**config.mk**
```make
export PLATFORM = sky130hd
export DESIGN_NAME = seq_multiplier
export DESIGN_NICKNAME = d
export VERILOG_FILES = /design/src/rtl/seq_multiplier.sv
export SDC_FILE = /design/constraint.sdc
export NUM_CORES = 1
export LEC_CHECK = 0
export CAP_MARGIN = 20
export CORE_MARGIN = 1
export CORE_UTILIZATION = 35
export CTS_CLUSTER_SIZE = 14
export DETAILED_ROUTE_END_ITERATION = 12
export PLACE_DENSITY = 0.65
export SYNTH_ARGS = -nofsm -noshare
export SYNTH_HDL_FRONTEND = slang
export SYNTH_SLANG_ARGS = --single-unit
```
**constraint.sdc**
```tcl
create_clock -name i_clk -period 7.2 [get_ports i_clk]
set_clock_uncertainty 0.15 [all_clocks]
set_input_delay 1.44 -clock i_clk [delete_from_list [all_inputs] [get_ports i_clk]]
set_output_delay 1.44 -clock i_clk [all_outputs]
set_load 0.01 [all_outputs]
```
**src/rtl/seq_multiplier.sv**
```systemverilog
// Sequential 32x32 shift-add multiplier covering MUL / MULH / MULHSU / MULHU.
// Operands are reduced to magnitudes on acceptance, multiplied over 32
// iterations with a single ripple adder, and the sign is re-applied once
// the full 64-bit product is available.
module seq_multiplier #(
  parameter int DATA_W = 32
) (
  input  logic              i_clk,
  input  logic              i_reset,
  input  logic              i_start,
  input  logic [1:0]        i_op,
  input  logic [DATA_W-1:0] i_rs1,
  input  logic [DATA_W-1:0] i_rs2,
  input  logic              i_flush,
  output logic              o_ready,
  output logic              o_valid,
  output logic [DATA_W-1:0] o_result
);

  localparam int CNT_W = $clog2(DATA_W);

  localparam logic [1:0] OP_MUL    = 2'b00;
  localparam logic [1:0] OP_MULH   = 2'b01;
  localparam logic [1:0] OP_MULHSU = 2'b10;

  typedef enum logic [1:0] {
    S_IDLE = 2'd0,
    S_CALC = 2'd1,
    S_FIN  = 2'd2
  } state_t;

  state_t              state_q,  state_d;
  logic [1:0]          op_q,     op_d;
  logic [DATA_W-1:0]   mcand_q,  mcand_d;
  logic                sign_q,   sign_d;
  logic [DATA_W-1:0]   high_q,   high_d;
  logic [DATA_W-1:0]   low_q,    low_d;
  logic [CNT_W-1:0]    cnt_q,    cnt_d;
  logic                valid_q,  valid_d;
  logic [DATA_W-1:0]   result_q, result_d;

  logic                rs1_signed;
  logic                rs2_signed;
  logic [DATA_W:0]     sum;
  logic [2*DATA_W-1:0] prod;

  // Magnitude of an operand; 0x80000000 maps onto itself, read as unsigned.
  function automatic logic [DATA_W-1:0] magnitude(input logic [DATA_W-1:0] x,
                                                  input logic              is_signed);
    magnitude = (is_signed && x[DATA_W-1]) ? (~x + 1'b1) : x;
  endfunction

  // Two's-complement negation of the full product when the sign is set.
  function automatic logic [2*DATA_W-1:0] apply_sign(input logic [2*DATA_W-1:0] p,
                                                     input logic                neg);
    apply_sign = neg ? (~p + 1'b1) : p;
  endfunction

  assign rs1_signed = (i_op == OP_MULH) || (i_op == OP_MULHSU);
  assign rs2_signed = (i_op == OP_MULH);

  // Shared ripple adder: conditionally add the multiplicand magnitude to the high half.
  assign sum  = {1'b0, high_q} + {1'b0, (low_q[0] ? mcand_q : '0)};
  assign prod = apply_sign({high_q, low_q}, sign_q);

  // Next-state and datapath update for the IDLE -> CALC -> FIN sequence.
  always_comb begin
    state_d  = state_q;
    op_d     = op_q;
    mcand_d  = mcand_q;
    sign_d   = sign_q;
    high_d   = high_q;
    low_d    = low_q;
    cnt_d    = cnt_q;
    valid_d  = 1'b0;
    result_d = result_q;

    unique case (state_q)
      S_IDLE: begin
        if (i_start && !i_flush) begin
          op_d    = i_op;
          mcand_d = magnitude(i_rs1, rs1_signed);
          sign_d  = (rs1_signed & i_rs1[DATA_W-1]) ^ (rs2_signed & i_rs2[DATA_W-1]);
          high_d  = '0;
          low_d   = magnitude(i_rs2, rs2_signed);
          cnt_d   = '0;
          state_d = S_CALC;
        end
      end
      S_CALC: begin
        high_d = sum[DATA_W:1];
        low_d  = {sum[0], low_q[DATA_W-1:1]};
        cnt_d  = cnt_q + 1'b1;
        if (cnt_q == CNT_W'(DATA_W - 1)) begin
          state_d = S_FIN;
        end
      end
      S_FIN: begin
        result_d = (op_q == OP_MUL) ? prod[DATA_W-1:0] : prod[2*DATA_W-1:DATA_W];
        valid_d  = 1'b1;
        state_d  = S_IDLE;
      end
      default: state_d = S_IDLE;
    endcase

    // Abort wins over everything: no strobe, previous result kept.
    if (i_flush) begin
      state_d  = S_IDLE;
      valid_d  = 1'b0;
      result_d = result_q;
    end
  end

  // State and datapath registers with asynchronous active-low reset.
  always_ff @(posedge i_clk or negedge i_reset) begin
    if (!i_reset) begin
      state_q  <= S_IDLE;
      op_q     <= '0;
      mcand_q  <= '0;
      sign_q   <= 1'b0;
      high_q   <= '0;
      low_q    <= '0;
      cnt_q    <= '0;
      valid_q  <= 1'b0;
      result_q <= '0;
    end else begin
      state_q  <= state_d;
      op_q     <= op_d;
      mcand_q  <= mcand_d;
      sign_q   <= sign_d;
      high_q   <= high_d;
      low_q    <= low_d;
      cnt_q    <= cnt_d;
      valid_q  <= valid_d;
      result_q <= result_d;
    end
  end

  assign o_ready  = (state_q == S_IDLE);
  assign o_valid  = valid_q;
  assign o_result = result_q;

endmodule
```
==> results of run 1 <==
[worst max-delay path, cell delays in order]
cell and delay (ns):
clkdlybuf4s50_1 0.47, inv_1 0.08, ha_1 0.18, or4b_2 0.61, nor4_1 0.29, nand2b_1 0.14, nor3_1 0.47, a21oi_1 0.29
a21oi_1 0.22, xor2_1 0.15, o21ai_0 0.08
[layout make-up]
cell class	instances	area, um^2	area share [%]
Multi-Input combinational cell	970	6140	51.6
Sequential cell	139	3480	29.2
Timing Repair Buffer	115	1130	9.46
Tap cell	378	473	3.97
Clock buffer	17	425	3.57
Clock inverter	14	171	1.44
Inverter	23	86.3	0.725
[power groups by stage]
stage / Sequential [mW] / Combinational [mW] / Clock, mW
2_1_floorplan: 1.15 / 1.01 / 0
6_report: 1.26 / 1.35 / 0.906
5_1_grt: 1.29 / 1.50 / 0.953
3_5_place_dp: 1.27 / 1.34 / 0
4_1_cts: 1.25 / 1.34 / 0.924
3_3_place_gp: 1.26 / 1.32 / 0
[through the flow]
step / hold WS [ns] / std cells / util [%] / power, mW / setup slack (ns)
after floorplan: 0.292 / 1201 / - / 2.16 / 3.40
after global placement: 0.304 / 1624 / 40.5 / 2.58 / 2.57
after detailed placement: 0.313 / 1624 / 40.5 / 2.60 / 2.49
after CTS: 0.327 / 1655 / 42.7 / 3.52 / 2.93
after global routing: 0.345 / 1656 / 42.7 / 3.75 / 2.72
final: 0.318 / 1656 / 42.7 / 3.52 / 2.91
[how the worst min path moves through the flow]
stage	endpoint	slack, ns	depth (start not counted)
detailed placement	mcand_q[9]$_DFFE_PN0P_	0.31	2
global route	o_result[24]$_DFFE_PN0P_	0.34	2
CTS	mcand_q[30]$_DFFE_PN0P_	0.33	2
finish	mcand_q[30]$_DFFE_PN0P_	0.32	2
floorplan	mcand_q[29]$_DFFE_PN0P_	0.29	2
global placement	mcand_q[3]$_DFFE_PN0P_	0.30	2
[sequential cells by signal, summed over array words and instances (netlist names)]
signal	flops
high_q	32
low_q	32
mcand_q	32
o_result	32
cnt_q	5
op_q	2
state_q	2
o_valid	1
sign_q	1
[cells in the final DEF, fill, tap and decap left out, drive strengths merged, types with 5 or more instances in the layout]
cell type and n:
nand4 7, nand3 42, nor4 17, a21oi 76
nor2b 11, xor2 67, o21ai 174, ha 38
a31oi 13, mux2i 6, or4 15, o221ai 7
clkinv 5, nor2 65, a21o 15, and2 37
o41ai 10, dfrtp 139, o211ai 6, nor3 21
and3 6, xnor2 72, nand2 130, o31ai 30
clkbuf 17, a22oi 33, inv 26, buf 13
nand2b 8, clkdlybuf4s50 102, or3 20
[cells by family (layout without fill, tap and decap cells)]
family | count (synthesis) | after routing
buffers and inverters | 92 | 169
DFF | 139 | 139
xor gates and xnor gates | 139 | 139
muxes | 6 | 6
adders and majority gates | 39 | 39
and+or+nand+nor | 392 | 392
AOI/OAI and AO/OA | 394 | 394
[metal layers]
metal  global-route usage (%)  wire [um]
met1                     28.2      13700
met2                     30.0      12400
met3                     3.22       1290
met4                     4.70        388
met5                        0          0
==> flow_summary.json, run 1 <==
{
  "status": "finished, final reports clean",
  "die_y_um": 171,
  "cap_violations": 0,
  "yosys-top-cells-count": "o21ai_0, dfrtp_1, nand2_1",
  "die_area_mm2": 0.0291,
  "r2r_setup_slack_ns": 3.34,
  "grt_pass1_vias": 8436,
  "clock_latency_ns": 0.43,
  "syn_area_per_cell_um2": 8.29,
  "cts_setup_buffers": 0,
  "yosysWarnings": 0,
  "io_buffers": 103,
  "worstPathRequired_ns": 7.32,
  "start_util_pct": 35.7,
  "reg2reg_from": "low_q[0]$_DFFE_PN0P_",
  "p_per_area_mw_per_mm2": 295,
  "power.internal_mw": 2.07,
  "synth_compound_area_share_pct": 23.8,
  "endpoint": "mcand_q[28]$_DFFE_PN0P_",
  "p_leak_nw": 4.87,
  "rows": 61,
  "synth_top_area_share_pct": 35.0,
  "htreeDepth": 4,
  "synth-edff-count": 0,
  "postCtsResizedCells": 0,
  "num_vias": 9050,
  "ys_ff_latch": 139,
  "hold_path_class": "flop to flop",
  "cts.sinks": 139,
  "crit_fanout": 6,
  "firstDrtPassIters": 6,
  "cts_tree": "yes",
  "area_growth_pct": 19.6,
  "numCtsBuffers": 17,
  "ys_async_sr_fraction_pct": 100,
  "coreArea_mm2": 0.0279,
  "gp_routability_congestion": 0.878,
  "seqPwrFrac_pct": 35.9,
  "clk_pin_slew_ns": 0.06,
  "antenna_found_initial": 0,
  "syn-num-nets": 1310,
  "hpwlAfterDp_um": 20500,
  "track_usage_pct": 19.5,
  "synth_cell_type_count": 58,
  "p_clk_share_pct": 25.8,
  "synth_fa_ha_area_share_pct": 4.98,
  "grt-ovfl-total": 0,
  "cts_root_buf": "clkbuf_16",
  "drc_errors": 0,
  "finalSetupViolCount": 0,
  "drv_slew": 0,
  "die_x_um": 171,
  "start_kind": "input pin",
  "pwr-share-comb_pct": 38.3,
  "critical_path.endpoint_type": "flop",
  "worst_slew_pin_slew_ns": 0.836,
  "synthMuxAreaShare_pct": 0.604,
  "finalHoldViolCount": 0,
  "synthXorXnorAreaFrac_pct": 12.2,
  "power_switching_mw": 1.45,
  "finish.instance_area_mm2": 0.0119,
  "syn_area_mm2": 0.00995,
  "antenna_left": 0,
  "peakVddDrop_mv": 0.174,
  "drt_iter0_markers": 836,
  "rsz0062_at_grt": "false",
  "synth-simple-area-share_pct": 20.0,
  "routed_wl_um": 27800,
  "yosys_most_used_dff": "dfrtp_1",
  "hold_buffers": 0,
  "place_area_mm2": 0.0113,
  "post_drt_wl_per_cell_um": 16.8,
  "max-slew-margin-rel_pct": 44.2,
  "tns_ns": 0,
  "cts_buffer_depth": 2,
  "yosysMostFrequentCell": "o21ai_0",
  "nFillCells": 2780,
  "viasPerCell": 5.46,
  "synthCells": 1201,
  "synth_largest_area_cell": "dfrtp_1",
  "p_sw_share_pct": 41.1,
  "fmax_mhz": 233,
  "ff2ff_path_depth": 13,
  "cp-startpoint": "i_rs1[1]",
  "nets": 1375,
  "reg2reg_to": "high_q[31]$_DFFE_PN0P_",
  "grt_pass1_wl_um": 44800,
  "yosysSeqAreaShare_pct": 35.0,
  "period_needed_ns": 4.29,
  "drive_gt1_share_pct": 5.01,
  "min_from": "mcand_q[30]$_DFFE_PN0P_",
  "path_class": "input pin to flop",
  "io_pins": 104,
  "synth_top_family_by_area": "compound AO/OA/AOI/OAI gates",
  "cp.arrival_ns": 4.41,
  "synthTopCellsByArea": "dfrtp_1, o21ai_0, xnor2_1",
  "fin_crit_sh_pct": 59.6,
  "antenna_cells": 0,
  "grt_max_degree": 92
}
Note: power is estimated with default switching activity, not from simulation.
==> run 2: changes to the inputs <==
Settings changed: PLACE_DENSITY 0.65 to 0.67.
Clock period 7.2 ns to 3.9 ns, I/O delays scaled along.
==> run 2 against run 1 <==
Net effect:
- setup slack worse by 2.6 ns
- critical path depth down 1
- flip-flop and latch count unchanged
- largest power group unchanged
- sequential share of layout area down 0.30 points
- via count up 0.88%
- clock-buffer cell count up 5
- routed wire length down 0.44%
- total power up 83%
- die area unchanged
- combinational power up 81%
- worst hold slack worse by 0.15 ns
- first-iteration DRC count down 18%
==> flow_summary.json, run 2 (same netlist as run 1, synthesis figures left out) <==
{
  "worst_slew_pin_slew_ns": 0.998,
  "firstDrtPassIters": 7,
  "grt_pass1_vias": 8386,
  "finalHoldViolCount": 0,
  "fmax_mhz": 275,
  "drt_iter0_markers": 683,
  "track_usage_pct": 19.5,
  "cp.arrival_ns": 3.75,
  "layout_commonest_cell": "o21ai_0",
  "drv_slew": 0,
  "path_class": "flop to flop",
  "grt-ovfl-total": 0,
  "viasPerCell": 5.45,
  "htreeDepth": 4,
  "coreArea_mm2": 0.0279,
  "status": "finished, final reports clean",
  "cpLargestDelayFamily": "compound AO/OA/AOI/OAI gates",
  "antenna_found_initial": 0,
  "numCtsBuffers": 17,
  "postCtsResizedCells": 0,
  "io_pins": 104,
  "worstPathRequired_ns": 4.02,
  "hpwlAfterDp_um": 21200,
  "grt_pass1_wl_um": 44300,
  "routed_wl_um": 27700,
  "peakVddDrop_mv": 0.383,
  "die_y_um": 171,
  "nFillCells": 2782,
  "drive_gt1_share_pct": 6.10,
  "rows": 61,
  "cts_root_buf": "clkbuf_16",
  "final_cell_mix": "o21ai_0, dfrtp_1, nand2_1",
  "clock_latency_ns": 0.43,
  "crit_chain": "buf_4, and2_1, ha_1, a21o_1, a2111oi_0, a211oi_1, a31oi_1, o2111ai_1, xnor2_1, o21ai_0",
  "critPathSlowestCell": "dfrtp_1",
  "crit_fanout": 23,
  "clk_pin_slew_ns": 0.06,
  "tns_ns": 0,
  "cts.sinks": 139,
  "start_util_pct": 35.7,
  "p_per_area_mw_per_mm2": 536,
  "crit_buf_inv": 1,
  "period_needed_ns": 3.64,
  "cap_violations": 0,
  "cts_buffer_depth": 2,
  "rsz0062_at_grt": "false",
  "p_leak_nw": 4.94,
  "max_stage_delay_ns": 0.73,
  "start_kind": "flop",
  "critical_path.endpoint_type": "flop",
  "io_buffers": 103,
  "gp_routability_congestion": 0.888,
  "fin_crit_sh_pct": 93.2,
  "area_growth_pct": 20.8,
  "grt_max_degree": 63,
  "hold_path_class": "input pin to asynchronous set/reset pin",
  "cts_setup_buffers": 0,
  "antenna_left": 0,
  "post_drt_wl_per_cell_um": 16.5,
  "hold_buffers": 0,
  "finalSetupViolCount": 0,
  "drc_errors": 0,
  "die_area_mm2": 0.0291,
  "die_x_um": 171,
  "finalPower_mw": 6.44,
  "antenna_cells": 0,
  "cts_tree": "yes",
  "nets": 1392,
  "num_vias": 9130,
  "max-slew-margin-rel_pct": 33.5
}
run 2: changes by cell type in the layout (fill, tap and decap cells not counted), sizes merged:
cell / previous run / this run
buf: 13 / 30
clkbuf: 17 / 22
inv: 26 / 23
bufinv: 3 / 2
clkinv: 5 / 4
clkinvlp: 3 / 4
run 2: report_power, final:
part           leakage (nW)  internal (mW)  switching [mW]  total, mW
Combinational          2.86           1.05            1.39       2.45
Clock                 0.272          0.973           0.630       1.60
Sequential             1.81           1.79           0.606       2.39
Total                  4.94           3.81            2.63       6.44
run 2: path summary, 6_finish.rpt:
check,endpoint,cells past startpoint,start,slack [ns]
max in group asynchronous,high_q[4]$_DFFE_PN0P_,2,i_reset,2.66
setup reg to reg,high_q[28]$_DFFE_PN0P_,10,low_q[0]$_DFFE_PN0P_,0.26
hold reg to reg,mcand_q[25]$_DFFE_PN0P_,2,mcand_q[25]$_DFFE_PN0P_,0.32
min in group i_clk,mcand_q[25]$_DFFE_PN0P_,2,mcand_q[25]$_DFFE_PN0P_,0.32
setup / recovery,high_q[28]$_DFFE_PN0P_,10,low_q[0]$_DFFE_PN0P_,0.26
hold / removal,low_q[8]$_DFFE_PN0P_,1,i_reset,0.17
run 2: final cells by class:
| class | instances | area (um^2) | share of cell area (%) |
|---|---|---|---|
| Sequential cell | 139 | 3480 | 28.9 |
| Timing Repair Buffer | 132 | 1260 | 10.5 |
| Multi-Input combinational cell | 970 | 6140 | 51.1 |
| Tap cell | 378 | 473 | 3.93 |
| Inverter | 23 | 86.3 | 0.718 |
| Clock buffer | 22 | 464 | 3.86 |
| Clock inverter | 10 | 118 | 0.978 |
run 2: through the flow:
stage / utilization [%] / std cells / setup WS, ns / instance area, um^2 / hold WS (ns)
floorplan: - / 1201 / 0.715 / 9950 / 0.292
global placement: 41.1 / 1642 / 0.117 / 11400 / 0.305
detailed placement: 41.1 / 1642 / 0.0832 / 11400 / 0.312
CTS: 43.2 / 1674 / 0.269 / 12000 / 0.189
global route: 43.2 / 1674 / 0.00133 / 12000 / 0.205
finish: 43.2 / 1674 / 0.263 / 12000 / 0.169
run 2: routing by layer:
metal  up-vias  part of all wire, %  GRT usage (%)
li1       4529                    -              -
met1      4320                   48           27.6
met2       251                   45           30.2
met3        30                  4.9           3.03
met4         0                  1.6           6.15
met5         -                    0              0
run 2: worst register-to-register path, cell delays in order, from the launching register on:
cell and delay, ns:
dfrtp_1 0.73, buf_4 0.24, and2_1 0.13, ha_1 0.31, a21o_1 0.24, a2111oi_0 0.60, a211oi_1 0.22, a31oi_1 0.40
o2111ai_1 0.21, xnor2_1 0.16, o21ai_0 0.08
